File: src/rtl/hp_filter_settle.sv
// hp_filter_settle: DC-blocking high-pass filter (leaky-accumulator baseline) with seed/rescale settling FSM
module hp_filter_settle #(
  parameter int R = 14,
  parameter int S = 64,
  parameter int SETTLE_CYC = 1024
) (
  input  logic                clk,
  input  logic                rst,
  input  logic [5:0]          tau,
  input  logic                seed,
  input  logic signed [R-1:0] in,
  output logic signed [R-1:0] out,
  output logic                settled,
  output logic                sat
);
  localparam int CW = $clog2(SETTLE_CYC + 2);
  localparam logic signed [S-13:0] DMAX = (S-13)'(2**(R-1) - 1);
  localparam logic signed [S-13:0] DMIN = ~DMAX;
  typedef enum logic [1:0] {SEED, TRACK, RESCALE} state_t;
  state_t                state;
  logic signed [S-1:0]   acc;
  logic [3:0]            k_q;
  logic [CW-1:0]         cnt;
  logic                  settled_q;
  logic                  bypass;
  logic [4:0]            sh_q, sh_new;
  logic signed [S-15:0]  base;
  logic signed [S-13:0]  diff;
  logic signed [R-1:0]   out_sat;
  logic                  out_clip;
  logic [S:0]            acc_trk, acc_rsc;
  logic signed [S-1:0]   acc_seed;
  logic [CW-1:0]         cnt_inc;
  // {clip, value}: clamp a wide signed value into the S-bit accumulator range
  function automatic logic [S:0] sat_acc(input logic signed [S+15:0] v);
    logic clip;
    clip = !((&v[S+15:S-1]) || !(|v[S+15:S-1]));
    return clip ? {1'b1, v[S+15], {(S-1){~v[S+15]}}} : {1'b0, v[S-1:0]};
  endfunction
  assign bypass   = |tau[5:4];
  assign settled  = settled_q & ~bypass;
  assign sh_q     = 5'd14 + {1'b0, k_q};
  assign sh_new   = 5'd14 + {1'b0, tau[3:0]};
  assign base     = (S-14)'(acc >>> sh_q);
  assign diff     = (S-13)'(in) - (S-13)'(base);
  assign out_clip = (diff > DMAX) || (diff < DMIN);
  assign out_sat  = diff > DMAX ? R'(DMAX) : diff < DMIN ? R'(DMIN) : R'(diff);
  assign acc_trk  = sat_acc((S+16)'(acc) + (S+16)'(in) - (S+16)'(base));
  assign acc_rsc  = sat_acc((S+16)'(base) <<< sh_new);
  assign acc_seed = S'(in) <<< sh_new;
  assign cnt_inc  = cnt + CW'(1);
  always_ff @(posedge clk) begin
    if (rst) begin
      acc       <= '0;
      out       <= '0;
      sat       <= 1'b0;
      settled_q <= 1'b0;
      cnt       <= '0;
      k_q       <= '0;
      state     <= SEED;
    end else if (bypass) begin
      out <= in;
      sat <= 1'b0;
    end else begin
      unique case (state)
        SEED: begin
          acc       <= acc_seed;
          out       <= '0;
          sat       <= 1'b0;
          cnt       <= '0;
          k_q       <= tau[3:0];
          settled_q <= 1'b0;
          state     <= TRACK;
        end
        TRACK: begin
          acc       <= acc_trk[S-1:0];
          out       <= out_sat;
          sat       <= acc_trk[S] | out_clip;
          cnt       <= cnt_inc > CW'(SETTLE_CYC) ? CW'(SETTLE_CYC) : cnt_inc;
          settled_q <= cnt_inc >= CW'(SETTLE_CYC);
          state     <= seed ? SEED : (tau[3:0] != k_q) ? RESCALE : TRACK;
        end
        RESCALE: begin
          acc       <= acc_rsc[S-1:0];
          out       <= out_sat;
          sat       <= acc_rsc[S] | out_clip;
          k_q       <= tau[3:0];
          cnt       <= '0;
          settled_q <= 1'b0;
          state     <= TRACK;
        end
        default: state <= SEED;
      endcase
    end
  end
endmodule

File: config.mk
export PLATFORM = sky130hd
export DESIGN_NAME = hp_filter_settle
export DESIGN_NICKNAME = d
export VERILOG_FILES = /design/src/rtl/hp_filter_settle.sv
export SDC_FILE = /design/constraint.sdc
export NUM_CORES = 1
export LEC_CHECK = 0
export ABC_CLOCK_PERIOD_IN_PS = 9800
export BUFFER_PORTS_ARGS = -buffer_cell sky130_fd_sc_hd__buf_2
export CORE_MARGIN = 2
export CORE_UTILIZATION = 30
export DETAILED_ROUTE_END_ITERATION = 12
export PLACE_DENSITY = 0.55
export SLEW_MARGIN = 20
export SYNTH_ARGS = -nofsm -noshare
export SYNTH_HDL_FRONTEND = slang
export SYNTH_SLANG_ARGS = --single-unit
export TNS_END_PERCENT = 30
File: constraint.sdc
create_clock -name clk -period 9.8 [get_ports clk]
set_clock_uncertainty 0.1 [all_clocks]
set_input_delay 0.98 -clock clk [delete_from_list [all_inputs] [get_ports clk]]
set_output_delay 0.98 -clock clk [all_outputs]
set_load 0.02 [all_outputs]
==> out/results.tsv, run 1 <==
stage	metric	value	unit
die	Initial Util	0.302	
final_layout	filler cell count	7918	
timing	Slew @ Worst Pin	1.17	ns
worst_setup_path	worst path required time	9.94	ns
final_layout	Finished Cell Area	0.0234	sq mm
final_layout	multi-input logic area	0.0184	sq mm
synthesis	post-synthesis sequential area ratio	0.0873	
timing	Max Freq	115	MHz
drt	routed vias	23538	
power	PD cells	181	mW/mm^2
synthesis	average size of a mapped cell	7.50	sq um
final_layout	synth-to-layout area growth	6.14	%
synthesis	Mapped Cells	2934	
clock_network	Post-CTS Setup Bufs	0	
final_layout	commonest non-fill, non-tap cells in the layout	335 x nand2_1, 258 x o21ai_0, 242 x inv_1	
die	Die Area	0.0756	sq mm
global_route	grt ovf	0	
timing	period utilization	0.888	
placed_design	worst setup slack after placement	1.40	ns
clock_network	CTS root buffer	clkbuf_16	
final_layout	layout cell share with drive strength beyond 1	0.107	
worst_setup_path	Setup crit start	k_q[1]$_SDFFE_PP0P_	
synthesis	Post-Synthesis Cell Area	0.0220	sq mm
placed_design	gpl congestion	1.01	
clock_network	clk buf depth	2	
global_route	initial antenna violation count	1	
outcome	outcome	finished, final reports clean	
drt	# DRC	0	
worst_setup_path	Reg2Reg Setup Slack	1.09	ns
power	Power Total	4.22	mW
clock_network	Clock H-tree levels	3	
worst_setup_path	r2r startpoint	k_q[1]$_SDFFE_PP0P_	
clock_network	Clk Latency, worst-skew pair	0.41	ns
worst_setup_path	cell family with most CP delay	compound AO/OA/AOI/OAI gates	
drt	DRT antenna net count	0	
worst_setup_path	CP Capture Type	register	
drt	wire length per cell	24.7	um
synthesis	Unique masters post-synth	92	
worst_setup_path	crit path kind	reg -> reg	
worst_setup_path	worst-path fanout max	15	
placed_design	DP Wirelength	75900	um
die	site row count	99	
clock_network	CTS Sinks	96	
drt	final WL	94000	um
worst_setup_path	CP max stage delay	0.82	ns
clock_network	post-cts gate resize count	0	
power	Max VDD drop	0.106	mV
global_route	vias in the first global route	21760	
worst_setup_path	Worst Reg-to-Reg Cells	20	
drt	Vias/cell	6.20	
worst_hold_path	Hold Crit Start	out[6]$_SDFFE_PP0P_	
clock_network	CTS tree	built	
die	# IOs	39	
die	Die Wd	275	um
synthesis	Synth async-reset ratio	0	
timing	setup TNS	0	ns
final_layout	Register Area	0.00193	sq mm
clock_network	CTS buffer count	9	
global_route	GRT Util Overall	0.243	
worst_setup_path	worst r2r dst	out[3]$_SDFFE_PP0P_	
worst_setup_path	CP Launch Type	register	
final_layout	commonest non-fill, non-tap cell in the layout	nand2_1	
clock_network	Post-CTS Hold Fix Bufs	0	
clock_network	Reg clk slew, reported paths	0.09	ns
timing	final worst setup slack	1.09	ns
worst_setup_path	worst path bufs/invs	1	
job	Max-Cap Viols	0	
drt	initial DRC count	2934	
die	die height	275	um
worst_setup_path	worst-path cell with the longest stage delay	a21oi_1	
worst_hold_path	worst hold path type	reg -> reg	
synthesis	Yosys warnings	0	
worst_setup_path	CP Depth	20	
global_route	first-pass GRT wire length	139000	um
synthesis	number of synthesized flops with an enable pin	0	
worst_setup_path	Setup crit end	out[3]$_SDFFE_PP0P_	
die	core footprint	0.0728	sq mm
timing	slew margin rel.	0.220	
power	P_leak	9.23	nW
worst_setup_path	most used cell, CP	or4_1	
placed_design	Area after DPL	0.0230	sq mm
synthesis	Primary FF master, synth	dfxtp_1	
synthesis	syn nets	3145	
placed_design	I/O Buffers	38	
synthesis	register bit total from synthesis	96	
drt	Initial DRT Pass Iterations	8	
timing	hold slack	0.401	ns
final_layout	Nets	3044	
global_route	largest net degree at the start of global routing	71	
timing	Final setup viols	0	
worst_setup_path	Arr. time, crit path	8.85	ns
worst_setup_path	CP Cell Sequence	inv_1 -> ha_2 -> xnor2_2 -> mux2_2 -> o21ai_0 -> ha_1 -> fa_1 -> nor2b_1 -> o2111a_1 -> o21ai_1 -> o211a_1 -> o2bb2ai_1 -> o41a_1 -> a221o_1 -> or4_1 -> or4_1 -> and4b_1 -> a41oi_2 -> a21oi_1 -> a31oi_1	
timing	min Tclk post-route	8.71	ns
timing	Max Slew Vio Count	0	
timing	RSZ-0062 raised after global routing	no	
timing	final hold violation count	0	
[flip-flops by register name, indices dropped and copies added (netlist names)]
signal / count
acc: 64
out: 14
cnt: 11
k_q: 4
state: 2
sat: 1
[power by group]
group          internal [mW]  leakage (nW)  switching, mW
logic                   1.19          8.29           2.15
registers              0.416         0.788         0.0634
clock network          0.184         0.153          0.215
total                   1.79          9.23           2.43
[cell usage after synthesis, drive strengths merged, types with 39 or more instances]
cell	n	area, sq um
a211oi	40	300
buf	51	255
inv	245	920
ha	123	1540
fa	65	1300
a31oi	51	319
mux2i	112	1150
xnor2	75	657
a21o	62	465
clkbuf	149	559
nor3	42	210
dfxtp	96	1920
o21ai	273	1370
nand3	71	355
nand2	335	1260
mux4	123	2770
a21oi	219	1100
o211ai	39	293
nor2	212	798
[layer usage]
metal  track usage  vias to the layer above  part of all wire
li1              -                    10680                 -
met1         0.336                    11349              0.43
met2         0.371                     1306              0.43
met3        0.0450                      203             0.095
met4        0.0989                        0             0.042
met5             0                        -                 0
[per-stage QoR]
step | util | instances
5_1_grt | 0.321 | 3797
3_5_place_dp | 0.316 | 3781
6_report | 0.321 | 3798
4_1_cts | 0.321 | 3797
2_1_floorplan | - | 2934
3_3_place_gp | 0.316 | 3781
[worst min-delay path by stage]
stage                          endpoint  slack (ns)  cells after the start
global placement    out[8]$_SDFFE_PP0P_        0.39                      2
floorplan           acc[0]$_SDFFE_PP0P_        0.34                      2
detailed placement  out[9]$_SDFFE_PP0P_        0.39                      2
CTS                 out[9]$_SDFFE_PP0P_        0.40                      2
finish              out[6]$_SDFFE_PP0P_        0.40                      2
global route        out[8]$_SDFFE_PP0P_        0.42                      2
[cells by family (layout without fill, tap and decap cells)]
kind of cell    after synthesis  in the layout  synth area share
xor+xnor                    111            111            0.0445
fa+ha+maj                   188            188             0.129
flops                        96             96            0.0873
buf+inv                     448            352            0.0793
compound gates              973            973             0.287
other cells                   0              1                 0
simple gates                851            851             0.178
mux                         267            267             0.194
[worst reg2reg max path: cells and delay by family, from the launching register on]
family                     cells  cell delay (ns)
DFF                            1             0.56
muxes                          1             0.45
adders and majority gates      3             0.86
AOI/OAI and AO/OA             10             4.25
xor gates and xnor gates       1             0.77
buffers and inverters          1             0.09
and+or+nand+nor                4             1.46
[layout make-up]
class,instances,share of cell area
tap,959,0.0514
clock buffer,9,0.00964
clock inverter,7,0.00380
multi-input combinational,2390,0.788
sequential,96,0.0825
inverter,248,0.0398
timing repair buffer,88,0.0244
antenna,1,0.000107
No activity file was read; power rests on OpenSTA's default activity.
==> inputs of run 2 (changes only) <==
Settings changed: BUFFER_PORTS_ARGS -buffer_cell sky130_fd_sc_hd__buf_2 to -buffer_cell sky130_fd_sc_hd__buf_4.
==> out/results.tsv, run 2 (same netlist as run 1, synthesis figures left out) <==
stage	metric	value	unit
worst_setup_path	cell family with most CP delay	compound AO/OA/AOI/OAI gates	
worst_hold_path	worst hold path type	reg -> reg	
clock_network	CTS buffer count	9	
die	Initial Util	0.302	
global_route	initial antenna violation count	0	
clock_network	Post-CTS Setup Bufs	0	
power	P_leak	9.23	nW
timing	RSZ-0062 raised after global routing	no	
final_layout	largest registers	acc: 64 flops, out: 14 flops, cnt: 11 flops	
worst_setup_path	crit path kind	reg -> reg	
die	site row count	99	
global_route	largest net degree at the start of global routing	80	
worst_setup_path	CP max stage delay	0.85	ns
die	Die Area	0.0756	sq mm
worst_setup_path	Arr. time, crit path	8.69	ns
global_route	first-pass GRT wire length	140000	um
timing	slew margin rel.	0.282	
timing	min Tclk post-route	8.51	ns
final_layout	commonest non-fill, non-tap cells in the layout	335 x nand2_1, 258 x o21ai_0, 242 x inv_1	
drt	final WL	94000	um
worst_setup_path	worst-path fanout max	79	
timing	final worst setup slack	1.29	ns
power	sw power	2.44	mW
clock_network	CTS Sinks	96	
placed_design	gpl congestion	1.00	
clock_network	Clock H-tree levels	3	
die	die height	275	um
clock_network	post-cts gate resize count	0	
placed_design	I/O Buffers	38	
power	PD cells	181	mW/mm^2
drt	routed vias	23650	
timing	Max Slew Vio Count	0	
global_route	GRT Util Overall	0.242	
worst_setup_path	CP Capture Type	register	
clock_network	CTS root buffer	clkbuf_16	
power	Clock power frac	0.092	
power	Seq pwr share	0.113	
drt	DRT antenna net count	0	
clock_network	Clk Latency, worst-skew pair	0.40	ns
timing	final hold violation count	0	
clock_network	CTS tree	built	
placed_design	cell total after placement	3777	
die	core footprint	0.0728	sq mm
timing	Slew @ Worst Pin	1.07	ns
worst_setup_path	CP Launch Type	register	
placed_design	DP Wirelength	75200	um
global_route	grt ovf	0	
final_layout	Reg with most FFs	acc	
global_route	vias in the first global route	21758	
outcome	outcome	finished, final reports clean	
final_layout	synth-to-layout area growth	6.37	%
die	Die Wd	275	um
timing	period utilization	0.869	
worst_setup_path	worst-path cell with the longest stage delay	a2111oi_0	
power	Internal Power	1.79	mW
worst_setup_path	worst path required time	9.97	ns
drt	initial DRC count	2896	
final_layout	commonest non-fill, non-tap cell in the layout	nand2_1	
drt	wire length per cell	24.8	um
worst_setup_path	worst path bufs/invs	7	
drt	# DRC	0	
drt	Initial DRT Pass Iterations	9	
drt	Vias/cell	6.24	
die	# IOs	39	
final_layout	filler cell count	7952	
final_layout	max FFs per register	64	
timing	Final setup viols	0	
final_layout	Final Non-Filler Cells	3793	
final_layout	layout cell share with drive strength beyond 1	0.106	
final_layout	Nets	3040	
timing	Max Freq	117	MHz
power	Power Total	4.23	mW
power	Max VDD drop	0.198	mV
timing	setup TNS	0	ns
timing	hold slack	0.401	ns
power	Sw Share	0.577	
clock_network	clk buf depth	2	
power	Logic pwr share	0.794	
job	Max-Cap Viols	0	
final_layout	antenna cells	0	
clock_network	Post-CTS Hold Fix Bufs	0	
placed_design	worst setup slack after placement	1.47	ns
clock_network	Reg clk slew, reported paths	0.08	ns
-- run 2: stage by stage --
| step | utilization | instance area (sq um) |
|---|---|---|
| global route | 0.321 | 23400 |
| detailed placement | 0.317 | 23100 |
| CTS | 0.321 | 23400 |
| floorplan | - | 22000 |
| finish | 0.321 | 23400 |
| global placement | 0.317 | 23100 |
-- run 2: tightest hold or removal path, delay by kind of cell (launching register included) --
kind | cells | cell delay (ns)
flip-flops | 1 | 0.34
AO/OA/AOI/OAI | 1 | 0.06
AND/OR/NAND/NOR | 1 | 0.06
-- run 2: worst paths after layout --
check | startpoint | end | slack (ns) | cells after the start
worst min register to register | acc[0]$_SDFFE_PP0P_ | acc[0]$_SDFFE_PP0P_ | 0.40 | 2
worst max-delay path | k_q[1]$_SDFFE_PP0P_ | acc[17]$_SDFFE_PP0P_ | 1.29 | 26
worst min-delay path | acc[0]$_SDFFE_PP0P_ | acc[0]$_SDFFE_PP0P_ | 0.40 | 2
worst max register to register | k_q[1]$_SDFFE_PP0P_ | acc[17]$_SDFFE_PP0P_ | 1.29 | 26
-- run 2: layout make-up --
type,count,area [sq um],share of cell area
clock buffer,9,225,0.00962
timing repair buffer,84,643,0.0275
sequential,96,1930,0.0823
tap,959,1200,0.0513
inverter,248,931,0.0398
clock inverter,7,73.8,0.00315
multi-input combinational,2390,18400,0.786
-- run 2: routing by layer --
metal,part of all wire,up-vias,GRT usage
li1,-,10673,-
met1,0.43,11406,0.337
met2,0.43,1353,0.366
met3,0.10,218,0.0465
met4,0.042,0,0.0966
met5,0,-,0
-- run 2: power by group through the flow --
stage / clock network, mW / registers (mW) / logic (mW)
detailed placement: 0 / 0.484 / 3.25
global placement: 0 / 0.484 / 3.27
CTS: 0.392 / 0.474 / 3.27
finish: 0.390 / 0.480 / 3.36
floorplan: 0 / 0.454 / 2.33
global route: 0.403 / 0.482 / 3.63
